[src/rtl/shift_add_multiplier.sv]
// 4x4 unsigned shift-and-add multiplier.
// Each CALC cycle does one conditional add of M into A, then shifts {C,A,Q} right by one.
// After four steps the 8-bit product sits in {A,Q}.
module shift_add_multiplier (
  input  logic       clk,
  input  logic       rst,
  input  logic       start,
  input  logic [3:0] a,
  input  logic [3:0] b,
  output logic [7:0] product,
  output logic       busy,
  output logic       done
);

  typedef enum logic [1:0] {StIdle, StCalc, StDone} state_e;

  state_e      state_q;
  logic [3:0]  m_q;        // multiplicand
  logic [3:0]  acc_q;      // partial sum (A)
  logic        c_q;        // carry out of the add
  logic [3:0]  q_q;        // multiplier, shifting out as low product bits fill in
  logic [1:0]  cnt_q;
  logic [7:0]  product_q;
  logic        busy_q;
  logic        done_q;

  logic [4:0]  sum;
  logic [3:0]  acc_sh;
  logic [3:0]  q_sh;

  // One add-then-shift step; the carry lands in the top of A so it is never lost.
  always_comb begin
    sum = {c_q, acc_q};
    if (q_q[0]) begin
      sum = {c_q, acc_q} + {1'b0, m_q};
    end
    acc_sh = sum[4:1];
    q_sh   = {sum[0], q_q[3:1]};
  end

  // Control FSM and datapath registers with registered busy/done.
  always_ff @(posedge clk) begin
    if (rst) begin
      state_q   <= StIdle;
      m_q       <= 4'd0;
      acc_q     <= 4'd0;
      c_q       <= 1'b0;
      q_q       <= 4'd0;
      cnt_q     <= 2'd0;
      product_q <= 8'd0;
      busy_q    <= 1'b0;
      done_q    <= 1'b0;
    end else begin
      unique case (state_q)
        StIdle: begin
          if (start) begin
            m_q     <= a;
            q_q     <= b;
            acc_q   <= 4'd0;
            c_q     <= 1'b0;
            cnt_q   <= 2'd0;
            busy_q  <= 1'b1;
            state_q <= StCalc;
          end
        end
        StCalc: begin
          acc_q <= acc_sh;
          q_q   <= q_sh;
          c_q   <= 1'b0;
          if (cnt_q == 2'd3) begin
            product_q <= {acc_sh, q_sh};
            busy_q    <= 1'b0;
            done_q    <= 1'b1;
            state_q   <= StDone;
          end else begin
            cnt_q <= cnt_q + 2'd1;
          end
        end
        StDone: begin
          done_q  <= 1'b0;
          state_q <= StIdle;
        end
        default: begin
          busy_q  <= 1'b0;
          done_q  <= 1'b0;
          state_q <= StIdle;
        end
      endcase
    end
  end

  assign product = product_q;
  assign busy    = busy_q;
  assign done    = done_q;

endmodule

[config.mk]
export PLATFORM = sky130hd
export DESIGN_NAME = shift_add_multiplier
export DESIGN_NICKNAME = d
export VERILOG_FILES = /design/src/rtl/shift_add_multiplier.sv
export SDC_FILE = /design/constraint.sdc
export NUM_CORES = 1
export LEC_CHECK = 0
export CAP_MARGIN = 20
export CORE_MARGIN = 4
export CORE_UTILIZATION = 45
export DETAILED_ROUTE_END_ITERATION = 16
export PLACE_DENSITY = 0.73
export SYNTH_ARGS = -nofsm -noshare
export SYNTH_HDL_FRONTEND = slang
export SYNTH_SLANG_ARGS = --single-unit
[constraint.sdc]
create_clock -name clk -period 1.5 [get_ports clk]
set_input_delay 0.3 -clock clk [delete_from_list [all_inputs] [get_ports clk]]
set_output_delay 0.3 -clock clk [all_outputs]
set_load 0.02 [all_outputs]
==> results_tabular.tex <==
\begin{tabular}{lr}
\hline
Metric & Value \\
\hline
\multicolumn{2}{l}{\textbf{Timing}} \\
Fin Clk Skew & 0.00794 ns \\
Min Clock Period, post-route & 1.67 ns \\
Post-route fraction of the period consumed by the critical path & 1.11 \\
Measured slew at the worst slew-check pin & 0.362 ns \\
Tightest slew margin relative to the limit & 0.759 \\
Hold slack & 0.465 ns \\
Sum Neg Setup Slack & -0.472 ns \\
Final Hold Fails & 0 \\
Max-slew violation count & 0 \\
RSZ-0062 raised after global routing & yes \\
Max Fclk & 599 MHz \\
Final setup viols & 7 \\
Final Worst Setup Slack & -0.169 ns \\
\multicolumn{2}{l}{\textbf{Clocking}} \\
CTS Root Cell & sky130\_fd\_sc\_hd\_\_clkbuf\_4 \\
CTS Buf Count & 3 \\
Source-to-sink clock delay at the later pin of the worst-skew pair & 0.32 ns \\
TritonCTS clock tree & done \\
Buffers from clock root to sink, at most & 2 \\
Clock sink total & 26 \\
CTS H-Tree Depth & 1 \\
Clock edge transition at the registers on the reported setup and hold paths & 0.15 ns \\
Number of buffers inserted for hold repair after clock tree synthesis & 0 \\
\multicolumn{2}{l}{\textbf{Layout}} \\
Ant diodes & 0 \\
Area Overhead vs Synth & 40.6\% \\
Layout cells sized above 1 & 0.247 \\
Final \#Nets & 184 \\
Final cell count without fillers & 196 \\
\multicolumn{2}{l}{\textbf{Outcome}} \\
Status & finished, violations left \\
Failing checks & negative setup slack \\
\multicolumn{2}{l}{\textbf{GRT}} \\
Aggregate global routing overflow & 0 \\
Number of global-route vias before repair & 949 \\
Initial antenna violation count & 0 \\
Total track usage & 0.166 \\
First-pass GRT wire length & 4.37 mm \\
Maximum number of pins on one net before global-route repair & 28 \\
\multicolumn{2}{l}{\textbf{Pwr}} \\
Combinational Power Share & 0.158 \\
Static Leakage & 0.000714 uW \\
Internal & 1120 uW \\
Worst vdd rail ir drop & 0.000585 V \\
Clock network fraction of design power & 0.332 \\
Relative contribution of sequential cells to total power & 0.510 \\
Power density of the placed cells & 878 nW/um\^{}2 \\
Switching power as a share of total power & 0.236 \\
Net Switching & 346 uW \\
\multicolumn{2}{l}{\textbf{Floorplan}} \\
Area enclosed by the die boundary & 3520 sq um \\
Core region area & 2500 sq um \\
Ports placed on the boundary & 21 \\
Initial core utilization & 0.475 \\
Std cell rows & 18 \\
Horizontal extent of the die & 59.4 microns \\
Height of the chip & 59.4 microns \\
\multicolumn{2}{l}{\textbf{Hold path}} \\
Hold Crit Class & reg -> reg \\
\multicolumn{2}{l}{\textbf{Logic synthesis}} \\
Yosys top cell area share & 0.438 \\
Mean area per synthesized cell & 9.06 sq um \\
Post-Syn Instances & 131 \\
Portion of the post-synthesis area used by sequential elements & 0.438 \\
Post-synthesis register bit count & 26 \\
Cell taking the most area after synthesis & sky130\_fd\_sc\_hd\_\_dfxtp\_1 \\
Asr flop ratio synth & 0 \\
Cell area after technology mapping & 1190 sq um \\
Cell with the most instances after synthesis & sky130\_fd\_sc\_hd\_\_dfxtp\_1 \\
Dominant cells by area after synthesis & sky130\_fd\_sc\_hd\_\_dfxtp\_1, sky130\_fd\_sc\_hd\_\_nor2\_1, sky130\_fd\_sc\_hd\_\_a21oi\_1 \\
EDFF count, synth & 0 \\
Synth warnings & 0 \\
Post-synth top flop & sky130\_fd\_sc\_hd\_\_dfxtp\_1 \\
Net Count, Synth & 148 \\
Post-synthesis cell type count & 36 \\
Most common library cells after synthesis & sky130\_fd\_sc\_hd\_\_dfxtp\_1, sky130\_fd\_sc\_hd\_\_nor2\_1, sky130\_fd\_sc\_hd\_\_nand2\_1 \\
\multicolumn{2}{l}{\textbf{Placement}} \\
\# placed instances & 191 \\
Weighted congestion reported at the end of routability-driven placement & 0.791 \\
Number of buffers added on ports & 20 \\
Dpl hpwl & 1.90 mm \\
\multicolumn{2}{l}{\textbf{Critical path}} \\
Critical Path Fanout Max & 2 \\
Type of element launching the critical path & flip-flop \\
Standard cell with the maximum stage delay on the critical path & sky130\_fd\_sc\_hd\_\_or3b\_1 \\
Data required time of the worst path & 1.73 ns \\
Type of the worst setup path & reg -> reg \\
CP cell instances & ha\_4, or3b\_1, a31oi\_1, a311oi\_2, o31ai\_1 \\
Worst path max stage delay & 0.37 ns \\
Endpoint kind of the worst setup timing path & flip-flop \\
Worst Path Arrival & 1.90 ns \\
\multicolumn{2}{l}{\textbf{Detailed routing}} \\
Detailed-routing iteration count for the pre-antenna-repair pass & 4 \\
Residual antenna-violating net count after detailed routing & 0 \\
WL per Instance & 13.6 microns \\
Via count & 1023 \\
DR DRC count & 0 \\
Count of routing violations after the opening detailed-route iteration & 29 \\
Final WL & 2.67 mm \\
Average vias per placed instance & 5.22 \\
\multicolumn{2}{l}{\textbf{Run}} \\
Max-cap viol count & 0 \\
\hline
\end{tabular}
repair_timing:
action | 4_1_cts | 5_1_grt
pin swaps | 4 | 6
setup buffers | 0 | 1
gates resized for setup | 16 | 9
endpoints found under the setup margin | 17 | 10
layout make-up:
| cell class | count | area (sq um) |
|---|---|---|
| clock buffer | 3 | 22.5 |
| clock inverter | 1 | 30.0 |
| fill | 201 | 831 |
| inverter | 2 | 7.51 |
| multi-input combinational | 96 | 691 |
| sequential | 26 | 529 |
| tap | 30 | 37.5 |
| timing repair buffer | 38 | 352 |
metal layers:
layer	GRT usage	routed length (microns)
met5	0	0
met4	0.0906	56
met3	0.0261	139
met2	0.259	1200
met1	0.219	1270
placed cells by master (no fill, tap or decap), types with 3 or more instances in the layout:
master	synthesis	final
sky130_fd_sc_hd__buf_4	1	15
sky130_fd_sc_hd__clkdlybuf4s50_1	0	10
sky130_fd_sc_hd__dfxtp_2	0	7
sky130_fd_sc_hd__a21oi_1	14	13
sky130_fd_sc_hd__ha_4	0	3
sky130_fd_sc_hd__dlygate4sd2_1	0	10
sky130_fd_sc_hd__clkbuf_4	0	3
sky130_fd_sc_hd__nor2_1	20	20
sky130_fd_sc_hd__dfxtp_1	26	19
sky130_fd_sc_hd__mux2i_1	7	7
sky130_fd_sc_hd__nand2_1	15	15
worst max-delay path: cells and delay by family (launching register included):
| kind | cells | cell delay [ns] |
|---|---|---|
| AO/OA/AOI/OAI | 3 | 0.62 |
| flip-flops | 1 | 0.36 |
| adder cells (fa/ha/maj) | 1 | 0.23 |
| AND/OR/NAND/NOR | 1 | 0.37 |
path summary, 6_finish.rpt:
kind	start	slack, ns	end	cells past startpoint
worst min register to register	product[2]$_SDFFE_PP0P_	0.46	product[2]$_SDFFE_PP0P_	2
worst max register to register	m_q[2]$_SDFFE_PP0P_	-0.17	acc_q[2]$_SDFFE_PP0P_	5
worst max-delay path	m_q[2]$_SDFFE_PP0P_	-0.17	acc_q[2]$_SDFFE_PP0P_	5
worst min-delay path	product[2]$_SDFFE_PP0P_	0.46	product[2]$_SDFFE_PP0P_	2
logic make-up after synthesis:
kind of cell,after synthesis,synth area share
AO/OA/AOI/OAI,31,0.173
buffers and inverters,9,0.0348
AND/OR/NAND/NOR,50,0.209
XOR/XNOR,1,0.00738
flip-flops,26,0.438
adder cells (fa/ha/maj),6,0.0695
multiplexers,8,0.0685
sequential cells by signal (all words and copies together), names as in the netlist:
name and flops:
acc_q 4, done 1, cnt_q 2, busy 1, m_q 4, product 8
state_q 2, q_q 4
power groups by stage:
stage	combinational, uW	clock (uW)	sequential [uW]
2_1_floorplan	115	0	755
3_3_place_gp	209	0	756
3_5_place_dp	215	0	756
4_1_cts	218	499	744
5_1_grt	252	534	751
6_report	231	487	747
metrics by stage:
stage                     total power (uW)  instance area [sq um]  utilization  setup WS, ns
after floorplan                        869                   1190            -       0.00272
after global placement                 966                   1550        0.620       -0.0718
after detailed placement               971                   1550        0.620        -0.120
after CTS                             1460                   1610        0.646        -0.129
after global routing                  1540                   1670        0.668        -0.255
final                                 1470                   1670        0.668        -0.169
Power figures use the tool's default switching activity.
